$ cat src/rtl/cs_window_filter.sv
// Sliding-window comparator-selector filter: Y = (sum + WIN*Xappr) >> SHIFT.
// Define CS_ROUND_EN for round-half-up instead of truncation before the shift.
module cs_window_filter #(
  parameter int DATA_W = 8,
  parameter int WIN    = 9,
  parameter int SHIFT  = 3,
  parameter int OUT_W  = 10
) (
  input  logic                       clk,
  input  logic                       reset,
  input  logic                       in_valid,
  input  logic [DATA_W-1:0]          X,
  input  logic                       flush,
  output logic [OUT_W-1:0]           Y,
  output logic                       out_valid,
  output logic [$clog2(WIN+1)-1:0]   fill
);

  localparam int FILL_W = $clog2(WIN+1);
  localparam int PTR_W  = $clog2(WIN);
  localparam int SUM_W  = DATA_W + $clog2(WIN);
  localparam int T_W    = SUM_W + 2;
  localparam int CW     = ((T_W > OUT_W) ? T_W : OUT_W) + 1;
  localparam logic [CW-1:0] MAXY = CW'({OUT_W{1'b1}});
`ifdef CS_ROUND_EN
  localparam int BIAS = (SHIFT > 0) ? (1 << (SHIFT - 1)) : 0;
`else
  localparam int BIAS = 0;
`endif

  logic [DATA_W-1:0] mem_q [WIN];
  logic [PTR_W-1:0]  wp_q, wp_d;
  logic [FILL_W-1:0] fill_q, fill_d;
  logic [SUM_W-1:0]  sum_q, sum_d;
  logic              pend_q, pend_d;
  logic [OUT_W-1:0]  y_q, y_d;
  logic              ov_q, ov_d;

  logic              accept, full;
  logic [SUM_W-1:0]  avg;
  logic [DATA_W-1:0] xappr;
  logic [CW-1:0]     t_r, q_r;
  logic [OUT_W-1:0]  y_calc;

  assign accept = in_valid & ~flush;
  assign full   = (fill_q == FILL_W'(WIN));
  assign avg    = sum_q / SUM_W'(WIN);

  always_comb begin
    xappr = '0;
    for (int i = 0; i < WIN; i++) begin
      if (SUM_W'(mem_q[i]) <= avg && mem_q[i] > xappr)
        xappr = mem_q[i];
    end
  end

  always_comb begin
    t_r = CW'(sum_q) + CW'(WIN) * CW'(xappr) + CW'(BIAS);
    q_r = t_r >> SHIFT;
    y_calc = (q_r > MAXY) ? MAXY[OUT_W-1:0] : q_r[OUT_W-1:0];
  end

  always_comb begin
    wp_d   = wp_q;
    fill_d = fill_q;
    sum_d  = sum_q;
    pend_d = 1'b0;
    ov_d   = pend_q & ~flush;
    y_d    = (pend_q & ~flush) ? y_calc : y_q;
    if (flush) begin
      wp_d   = '0;
      fill_d = '0;
      sum_d  = '0;
    end else if (accept) begin
      wp_d   = (wp_q == PTR_W'(WIN - 1)) ? '0 : wp_q + 1'b1;
      // once full, the slot being overwritten holds the oldest sample
      sum_d  = sum_q + SUM_W'(X) - (full ? SUM_W'(mem_q[wp_q]) : '0);
      fill_d = full ? fill_q : fill_q + 1'b1;
      pend_d = full | (fill_q == FILL_W'(WIN - 1));
    end
  end

  always_ff @(posedge clk) begin
    if (accept) mem_q[wp_q] <= X;
  end

  always_ff @(posedge clk or posedge reset) begin
    if (reset) begin
      wp_q   <= '0;
      fill_q <= '0;
      sum_q  <= '0;
      pend_q <= 1'b0;
      y_q    <= '0;
      ov_q   <= 1'b0;
    end else begin
      wp_q   <= wp_d;
      fill_q <= fill_d;
      sum_q  <= sum_d;
      pend_q <= pend_d;
      y_q    <= y_d;
      ov_q   <= ov_d;
    end
  end

  assign Y         = y_q;
  assign out_valid = ov_q;
  assign fill      = fill_q;

endmodule

$ cat config.mk
export PLATFORM = sky130hd
export DESIGN_NAME = cs_window_filter
export DESIGN_NICKNAME = d
export VERILOG_FILES = /design/src/rtl/cs_window_filter.sv
export SDC_FILE = /design/constraint.sdc
export NUM_CORES = 1
export LEC_CHECK = 0
export ABC_AREA = 1
export ABC_CLOCK_PERIOD_IN_PS = 31700
export CAP_MARGIN = 20
export CORE_MARGIN = 1.5
export CORE_UTILIZATION = 60
export CTS_CLUSTER_SIZE = 20
export DETAILED_ROUTE_END_ITERATION = 6
export PLACE_DENSITY_LB_ADDON = 0.3
export SETUP_SLACK_MARGIN = 0.02
export SLEW_MARGIN = 30
export SYNTH_ARGS = -nofsm -noshare
export SYNTH_HDL_FRONTEND = slang
export SYNTH_SLANG_ARGS = --single-unit
$ cat constraint.sdc
create_clock -name clk -period 31.7 [get_ports clk]
set_input_delay 4.755 -clock clk [delete_from_list [all_inputs] [get_ports clk]]
set_output_delay 4.755 -clock clk [all_outputs]
set_load 0.05 [all_outputs]
After elaboration in Yosys (flattened, before gate mapping)
Memories as Yosys holds them, arrays and structs flattened.
Index checks and enable logic that the tools add are counted.

operators by class
  add/subtract/negate cells = 5
  multiply operators = 1
  div/mod/pow operators = 1
  order comparisons = 19
  equal/unequal tests = 4
  multiplexer cells = 23
  bitwise operators = 4
  reduce and logical (&&, ||, !) cells = 11

operators by type and width
  operator                 number
  $le A8 B12 Y1            9
  $mux W8                  10
  $gt A8 B8 Y1             8
  $mux W12                 2
  $mux W4                  6
  $add A12 B12 Y13         1
  $add A12 B8 Y12          1
  $div A12 B4 Y12 const B  1
  $eq A4 B4 Y1 const B     3
  $mul A4 B8 Y12 const A   1
  $sub A12 B8 Y12          1
  $gt A10 B10 Y1 const B   1
  $mux W10                 1
  $logic_and A1 B1 Y1      9
  $add A4 B1 Y4 const B    2
  $gt A8 B1 Y1 const B     1
  $mux W1                  4
  $and A1 B1 Y1            2
  $ne A2 B2 Y1 const B     1
  $reduce_and A2 Y1        1
  $reduce_bool A2 Y1       1
  $not A1 Y1               1
  $or A1 B1 Y1             1

storage, ports and cells
  register bits = 32
  bits in writable memories = 72
  bits of input ports = 12
  memories kept = 1

memories
  name   depth  bits a word  read ports  clocked after memory_dff  wr ports  RTL line  text
  mem_q  9      8            10          0                         1         31        logic [DATA_W-1:0] mem_q [WIN];

Depth between registers and ports, before layout
Gate-level depths: netlist (run 1).

  word-level depth = 32
  mapped depth = 176
  mapped depth without buffers = 171

Worst setup path after synthesis (run 1)
No wires, ideal clock.

  kind = register to register
  start point = reg sum_q[9]
  end point = reg y_q[7], in the netlist Y[7]
  setup time = 0.118 ns
  data arrival time = 19.793 ns
  required time = 31.582 ns
  slack = 11.789 ns
  cell stages (with the launch flop) = 150
  cell sequence = dfrtp_1 > inv_2 > ha_1 > inv_1 > nand2_2 > a21oi_4 > nand2_1 > nand2_2 > nor2_1 > nand2_2 > nand2_4 > nand2_4 > inv_2 > nand2_1 > nand2_1 > nor2_1 > nand2_2 > nand2_2 > (+114 left out) > nand2_1 > inv_1 > clkbuf_1 > o21ai_0 > ha_1 > inv_1 > fa_1 > inv_1 > ha_1 > a21oi_1 > o21ai_0 > inv_1 > nor3_1 > a2111oi_0 > nand2_1 > or2_1 > nand3_1 > nand2_1

on the way
  cells in the longest elaborated chain, start to end = 32
  elaborated cells between the ends (all ways) = 40
  those cells by class = add/sub: 1; mul: 1; div: 1; order compare: 18; mux: 10; reduce/logical: 9

ends and longest elaborated chain
  item                    RTL line  text
  start, declared         34        logic [SUM_W-1:0] sum_q, sum_d;
  start signal, assigned  98        sum_q <= sum_d;
  $div A12 B4 Y12         47        assign avg = sum_q / SUM_W'(WIN);
  $le A8 B12 Y1           52        if (SUM_W'(mem_q[i]) <= avg && mem_q[i] > xappr)
  $logic_and A1 B1 Y1     52
  $mux W8                 52
  $gt A8 B8 Y1            52
  $logic_and A1 B1 Y1     52
  $mux W8                 52
  $gt A8 B8 Y1            52
  (+16 left out)          --
  $mux W8                 52
  $gt A8 B8 Y1            52
  $logic_and A1 B1 Y1     52
  $mux W8                 52
  $mul A4 B8 Y12          58        t_r = CW'(sum_q) + CW'(WIN) * CW'(xappr) + CW'(BIAS);
  $add A12 B12 Y13 *      58
  $gt A10 B10 Y1          60        y_calc = (q_r > MAXY) ? MAXY[OUT_W-1:0] : q_r[OUT_W-1:0];
  $mux W10 *              60
  end signal, assigned    100       y_q <= y_d;
  end, declared           36        logic [OUT_W-1:0] y_q, y_d;

Every way passes the cells marked *; elsewhere a longest branch is shown, timed or not.
A chain may end at the register's enable or synchronous reset.

Worst setup path after layout (run 1)
Same ends and word-level chain as after synthesis.

==> impl_metrics.csv, run 1 <==
group,metric,value,unit
yosys,mean_area_per_synthesized_cell,8.015,sq um
yosys,netlist.top_cell.by_area,"sky130_fd_sc_hd__edfxtp_1",
route,route.detailed.vias_per_inst,6.123,
sta,achievable_clock_frequency,41.61,MHz
yosys,synth.yosys.seq_area_share,0.3555,
route,wire_per_inst,18.77,microns
sta,max_slew.worst_pin.slew,0.9941,ns
cts,max_buffers_root_to_sink,2,
cts,clock_insertion_delay_worst_skew,0.43,ns
grt,grt_usage,0.3320,
cts,holdBufCountCts,0,
yosys,cell_types_with_the_largest_area_share_after_synthesis,"sky130_fd_sc_hd__edfxtp_1 29%, sky130_fd_sc_hd__ha_1 16%, sky130_fd_sc_hd__nand2_1 10%",
critical_path,worst_r2r_endpoint,"Y[7]$_DFFE_PP0P_",
min_path,hp-class,"reg -> reg",
floorplan,die-height,150.6,microns
grt,grt_start_max_net_pins,72,
sta,timing.final.crit_share,0.7581,
sta,rsz0062_at_grt,"false",
place,detailed_place_hpwl,27.29,mm
cts,ctsRootBufferMaster,"sky130_fd_sc_hd__clkbuf_16",
yosys,yosys_warnings,0,
final_layout,nNetsFinal,1838,
floorplan,fp.dieW,150.6,microns
yosys,synthFlopType,"sky130_fd_sc_hd__edfxtp_1",
route,drt.antenna.violating_nets,0,
cts,postCtsSetupBuffers,0,
critical_path,ff2ff_setup_slack,7.67,ns
yosys,asyncSetResetFlopFracSynth,0.2000,
grt,number_of_global_route_vias_before_repair,11110,
status,run_status,"complete, but fails checks",
sta,totalNegativeSetupSlack,0,ns
critical_path,cp.arrival,24.35,ns
grt,grt.overflow.total,0,
route,route.detailed.drc,2,
critical_path,most_common_cell_type_on_the_critical_path,"sky130_fd_sc_hd__nand2_1",
critical_path,worst-endpoint-required,32.01,ns
route,drt_pass1_iterations,7,
sta,finalCriticalPeriod,24.03,ns
cts,clock_pin_slew_on_the_worst_setup_and_hold_paths,0.06,ns
status,violations,"design-rule violations",
cts,cts_buffers,17,
final_layout,insertedDiodeCount,0,
floorplan,rows,53,
place,gp_congestion,0.9838,
min_path,worstHoldStart,"Y[5]$_DFFE_PP0P_",
final_layout,final_layout_size_suffix_gt1_frac,0.06039,
route,dr.first_iter.drc_count,1432,
yosys,netlist_instances,1630,
job,max_cap_violations,0,
critical_path,worst_setup_start_kind,"flop",
yosys,netlist.area_leader.share,0.2942,
yosys,ys_types,56,
final_layout,finish.cell_count_without_fillers,1931,
yosys,yosysMostFrequentCell,"sky130_fd_sc_hd__nand2_1",
place,dpl.cell_count,1899,
cts,post_cts.resized_instances,0,
sta,report.final.setup_viol,0,
critical_path,r2r_start,"sum_q[9]$_DFFE_PP0P_",
cts,cts.htree.levels,4,
critical_path,crit_fanout,17,
cts,tritoncts,"built",
final_layout,areaGrowthSynthToFinish,8.563,%
floorplan,core_region_area,21220,sq um
sta,worst_clock_skew,0.007619,ns
critical_path,criticalPathCategory,"reg -> reg",
sta,layout_setup_ws,7.668,ns
sta,maxSlewHeadroom,0.3365,
cts,clock_sinks,160,
min_path,whs_endpoint,"Y[5]$_DFFE_PP0P_",
critical_path,timing.critical_path.slowest_cell_delay,0.59,ns
min_path,hold-path-cell-count,2,
grt,grt_first_pass_wirelength,57.49,mm
critical_path,cp_slowest_cell,"sky130_fd_sc_hd__o21ai_0",
floorplan,top_level_ports,27,
yosys,synth-edff-count,128,
final_layout,layout.core_utilization,0.6683,
yosys,mappedNetlistNets,1825,
grt,antenna_violations_before_repair,0,
sta,final_max_slew_viol_count,0,
yosys,synth.cell_area,13060,sq um
place,place_worst_setup_slack,8.229,ns
route,via_count,11820,
critical_path,timing.reg2reg.worst_path_depth,143,
place,numPortBuffers,26,
floorplan,floorplan.initialDensity,0.6156,
route,total_length_of_routed_wires,36.25,mm
yosys,synth.top_cells.by_count,"365 x sky130_fd_sc_hd__nand2_1, 191 x sky130_fd_sc_hd__inv_1, 170 x sky130_fd_sc_hd__ha_1",
yosys,yosys_register_bits,160,
floorplan,die_area,22670,sq um
sta,hold_viol,0,
critical_path,worstSetupEndpointType,"flop",
metal layers:
layer / vias up / part of all wire / routed length (microns) / GRT usage
li1: 5626 / - / - / -
met1: 5455 / 0.42 / 15250 / 0.4647
met2: 651 / 0.45 / 16210 / 0.5209
met3: 92 / 0.11 / 3904 / 0.05879
met4: 0 / 0.024 / 884 / 0.1118
met5: - / 0 / 0 / 0
cell families (layout without fill, tap and decap cells):
logic type | Yosys count | in the layout | synth area share
adder cells (fa/ha/maj) | 183 | 183 | 0.1827
AND/OR/NAND/NOR | 693 | 693 | 0.2313
AO/OA/AOI/OAI | 333 | 333 | 0.1485
flip-flops | 160 | 160 | 0.3555
XOR/XNOR | 16 | 16 | 0.01073
buffers and inverters | 245 | 271 | 0.07116
state kept, by name, summed over array words and instances (netlist names):
| register | cells |
|---|---|
| out_valid | 1 |
| pend_q | 1 |
| Y | 10 |
| wp_q | 4 |
| fill | 4 |
| sum_q | 12 |
| mem_q | 128 |
critical path, delay by kind of cell, from the launching register on:
kind / cells / cell delay, ns
buf+inv: 23 / 2.46
flops: 1 / 0.46
compound gates: 29 / 7.14
simple gates: 78 / 9.42
fa+ha+maj: 13 / 4.39
stage by stage:
stage / hold slack [ns] / instance area, sq um
after floorplan: 0.5966 / 13060
after global placement: 0.4614 / 13560
after detailed placement: 0.4672 / 13560
after CTS: 0.4836 / 14180
after global routing: 0.5089 / 14180
final: 0.4789 / 14180
area by class of cell:
type                    instances  area, sq um
repair buffers                 31        297.8
fillers                      1675         7038
inverters                     208        783.3
clock buffers                  18        429.2
clock inverters                14        192.7
well taps                     275        344.1
flip-flops and latches        160         4646
multi-input cells            1225         7490
worst max-delay path by stage:
stage	start	end	slack [ns]	cells past startpoint
finish	sum_q[9]$_DFFE_PP0P_	Y[7]$_DFFE_PP0P_	7.67	143
global route	sum_q[9]$_DFFE_PP0P_	Y[7]$_DFFE_PP0P_	5.51	144
CTS	sum_q[9]$_DFFE_PP0P_	Y[7]$_DFFE_PP0P_	8.19	143
detailed placement	sum_q[9]$_DFFE_PP0P_	Y[7]$_DFFE_PP0P_	8.23	143
global placement	sum_q[9]$_DFFE_PP0P_	Y[7]$_DFFE_PP0P_	9.15	145
floorplan	sum_q[9]$_DFFE_PP0P_	Y[7]$_DFFE_PP0P_	11.79	149
cell usage in the layout, fill, tap and decap left out, drive strengths merged, types with 2 or more instances in the layout:
master / Yosys / routed
edfxtp: 128 / 128
bufinv: 0 / 3
nand2: 388 / 388
a221oi: 4 / 4
a41oi: 8 / 8
o211ai: 4 / 4
nand3: 101 / 101
and2: 2 / 2
nor3: 12 / 12
a211oi: 8 / 8
buf: 5 / 5
a21oi: 81 / 81
o221ai: 4 / 4
o32ai: 2 / 2
inv: 205 / 213
xnor2: 7 / 7
o22ai: 34 / 34
or2: 4 / 4
clkdlybuf4s50: 0 / 26
ha: 170 / 170
a31oi: 7 / 7
nor4: 2 / 2
nor2: 158 / 158
o21a: 6 / 6
clkinvlp: 0 / 2
clkbuf: 32 / 18
dfrtp: 32 / 32
o31ai: 2 / 2
xor2: 9 / 9
o21ai: 148 / 148
a22oi: 5 / 5
fa: 13 / 13
nand3b: 2 / 2
nand4: 22 / 22
clkinv: 3 / 4
o21bai: 15 / 15
Power of run 1 is left out: the tool's default activity adds up to more than one toggle a clock period on the data nets, which glitch-free logic cannot reach.
==> run 2: changes to the inputs <==
--- a/config.mk
+++ b/config.mk
@@ -6,10 +6,10 @@
 export NUM_CORES = 1
 export LEC_CHECK = 0
 export ABC_AREA = 1
-export ABC_CLOCK_PERIOD_IN_PS = 31700
+export ABC_CLOCK_PERIOD_IN_PS = 20100
 export CAP_MARGIN = 20
 export CORE_MARGIN = 1.5
-export CORE_UTILIZATION = 60
+export CORE_UTILIZATION = 58
 export CTS_CLUSTER_SIZE = 20
 export DETAILED_ROUTE_END_ITERATION = 6
 export PLACE_DENSITY_LB_ADDON = 0.3
==> constraint.sdc (replaced) <==
create_clock -name clk -period 20.1 [get_ports clk]
set_input_delay 3.015 -clock clk [delete_from_list [all_inputs] [get_ports clk]]
set_output_delay 3.015 -clock clk [all_outputs]
set_load 0.05 [all_outputs]
==> run 2 against run 1 <==
The run still ends with design-rule violations left. Setup slack worse by 7.2 ns. Register-to-register slack got worse by 7.2 ns. Flip-flop and latch count unchanged. Die area is 3.4% higher. Critical path type unchanged. Critical endpoint unchanged. Largest cell class unchanged.
==> impl_metrics.csv, run 2 (synthesis results as in run 1) <==
group,metric,value,unit
cts,max_buffers_root_to_sink,2,
cts,clock_sinks,160,
route,wire_per_inst,19.62,microns
grt,grt_usage,0.3199,
floorplan,floorplan.initialDensity,0.5949,
sta,finalCriticalPeriod,19.64,ns
sta,rsz0062_at_grt,"true",
grt,grt.overflow.total,0,
status,run_status,"complete, but fails checks",
job,max_cap_violations,0,
final_layout,final_layout_size_suffix_gt1_frac,0.1894,
sta,totalNegativeSetupSlack,0,ns
route,drt_pass1_iterations,7,
cts,cts.htree.levels,4,
sta,maxSlewHeadroom,0.3406,
final_layout,largest_register_ff_count,128,
min_path,hp-class,"reg -> reg",
sta,final_max_slew_viol_count,0,
floorplan,rows,54,
grt,number_of_global_route_vias_before_repair,11380,
sta,timing.final.crit_share,0.9773,
critical_path,crit_fanout,8,
sta,max_slew.worst_pin.slew,0.9860,ns
sta,hold_viol,0,
cts,tritoncts,"built",
final_layout,nNetsFinal,1935,
sta,report.final.setup_viol,0,
grt,grt_start_max_net_pins,72,
critical_path,worst-endpoint-required,20.44,ns
final_layout,commonest_non_fill_non_tap_cell_in_the_layout,"sky130_fd_sc_hd__nand2_1",
floorplan,die-height,153.1,microns
cts,clock_pin_slew_on_the_worst_setup_and_hold_paths,0.07,ns
grt,met1_usage,0.4225,
floorplan,top_level_ports,27,
floorplan,core_region_area,21960,sq um
final_layout,layout_common_cells,"328 x sky130_fd_sc_hd__nand2_1, 184 x sky130_fd_sc_hd__inv_1, 155 x sky130_fd_sc_hd__ha_1, 136 x sky130_fd_sc_hd__nor2_1, 128 x sky130_fd_sc_hd__edfxtp_1",
sta,layout_setup_ws,0.4572,ns
grt,antenna_violations_before_repair,0,
route,route.detailed.vias_per_inst,6.127,
cts,holdBufCountCts,0,
floorplan,fp.dieW,153.1,microns
place,detailed_place_hpwl,26.71,mm
cts,cts_buffers,17,
critical_path,timing.critical_path.slowest_cell_delay,0.47,ns
route,dr.first_iter.drc_count,1270,
grt,met3_usage,0.06294,
critical_path,criticalPathCategory,"reg -> reg",
critical_path,worst_setup_start_kind,"flop",
route,route.detailed.drc,8,
sta,achievable_clock_frequency,50.91,MHz
cts,clock_insertion_delay_worst_skew,0.44,ns
critical_path,cp_slowest_cell,"sky130_fd_sc_hd__fa_1",
final_layout,areaGrowthSynthToFinish,20.41,%
grt,grt_first_pass_wirelength,58.61,mm
final_layout,largest-register,"mem_q",
status,violations,"design-rule violations",
critical_path,worstSetupEndpointType,"flop",
grt,groute.layer.met2.usage,0.5175,
place,gp_congestion,0.9781,
place,numPortBuffers,26,
sta,worst_clock_skew,0.009902,ns
route,via_count,12460,
cts,ctsRootBufferMaster,"sky130_fd_sc_hd__clkbuf_16",
route,total_length_of_routed_wires,39.92,mm
place,place_worst_setup_slack,-0.9880,ns
grt,globalRoute.busiestLayer,"met2",
floorplan,die_area,23430,sq um
route,drt.antenna.violating_nets,0,
critical_path,cp.arrival,19.98,ns
run 2: changes by cell type in the layout (fill, tap and decap cells not counted), sizes merged:
cell,change
diode,+1
clkinv,+4
nand2,+8
clkinvlp,+4
inv,-2
bufinv,-3
buf,+86
run 2: worst max-delay path, delay by kind of cell (launching register included):
kind                     cells  cell delay, ns
flip-flops                   1            0.41
adder cells (fa/ha/maj)     13            4.08
AO/OA/AOI/OAI               26            4.68
XOR/XNOR                     1            0.18
AND/OR/NAND/NOR             84            8.34
buffers and inverters       19            1.77
run 2: area by class of cell:
cell class	instances	area [sq um]
fill	1565	6228
clock inverter	14	167.7
multi-input combinational	1233	8371
antenna	1	2.502
timing repair inverter	3	22.52
timing repair buffer	117	947.2
clock buffer	18	429.2
tap	280	350.3
sequential	160	4646
inverter	208	794.5
run 2: timing repair:
action,4_1_cts,5_1_grt
gates cloned,0,11
gates resized for setup,32,204
pin swaps,0,74
buffers inserted,0,40
endpoints found under the setup margin,10,10
run 2: metal layers:
| layer | share of wire | wire length [microns] |
|---|---|---|
| met3 | 0.099 | 3951 |
| met4 | 0.041 | 1621 |
| met1 | 0.39 | 15760 |
| met2 | 0.47 | 18580 |
| met5 | 0 | 0 |
run 2: path summary, 6_finish.rpt:
kind | start | to | slack, ns | cells past startpoint
setup / recovery | sum_q[8]$_DFFE_PP0P_ | Y[7]$_DFFE_PP0P_ | 0.46 | 143
hold / removal | Y[4]$_DFFE_PP0P_ | Y[4]$_DFFE_PP0P_ | 0.48 | 2
setup reg to reg | sum_q[8]$_DFFE_PP0P_ | Y[7]$_DFFE_PP0P_ | 0.46 | 143
hold reg to reg | Y[4]$_DFFE_PP0P_ | Y[4]$_DFFE_PP0P_ | 0.48 | 2
max in group asynchronous | reset | wp_q[0]$_DFFE_PP0P_ | 16.78 | 3
min in group asynchronous | reset | fill[2]$_DFFE_PP0P_ | 2.97 | 3
run 2: per-stage QoR:
stage | area [sq um] | hold slack (ns) | util | cells
after global routing | 15730 | 0.5060 | 0.7162 | 2033
final | 15730 | 0.4796 | 0.7164 | 2034
after CTS | 14540 | 0.4834 | 0.6623 | 1982
after floorplan | 13060 | 0.5966 | - | 1630
after detailed placement | 13910 | 0.4651 | 0.6336 | 1950
after global placement | 13910 | 0.4611 | 0.6336 | 1950
Power of run 2 is left out for the same reason.
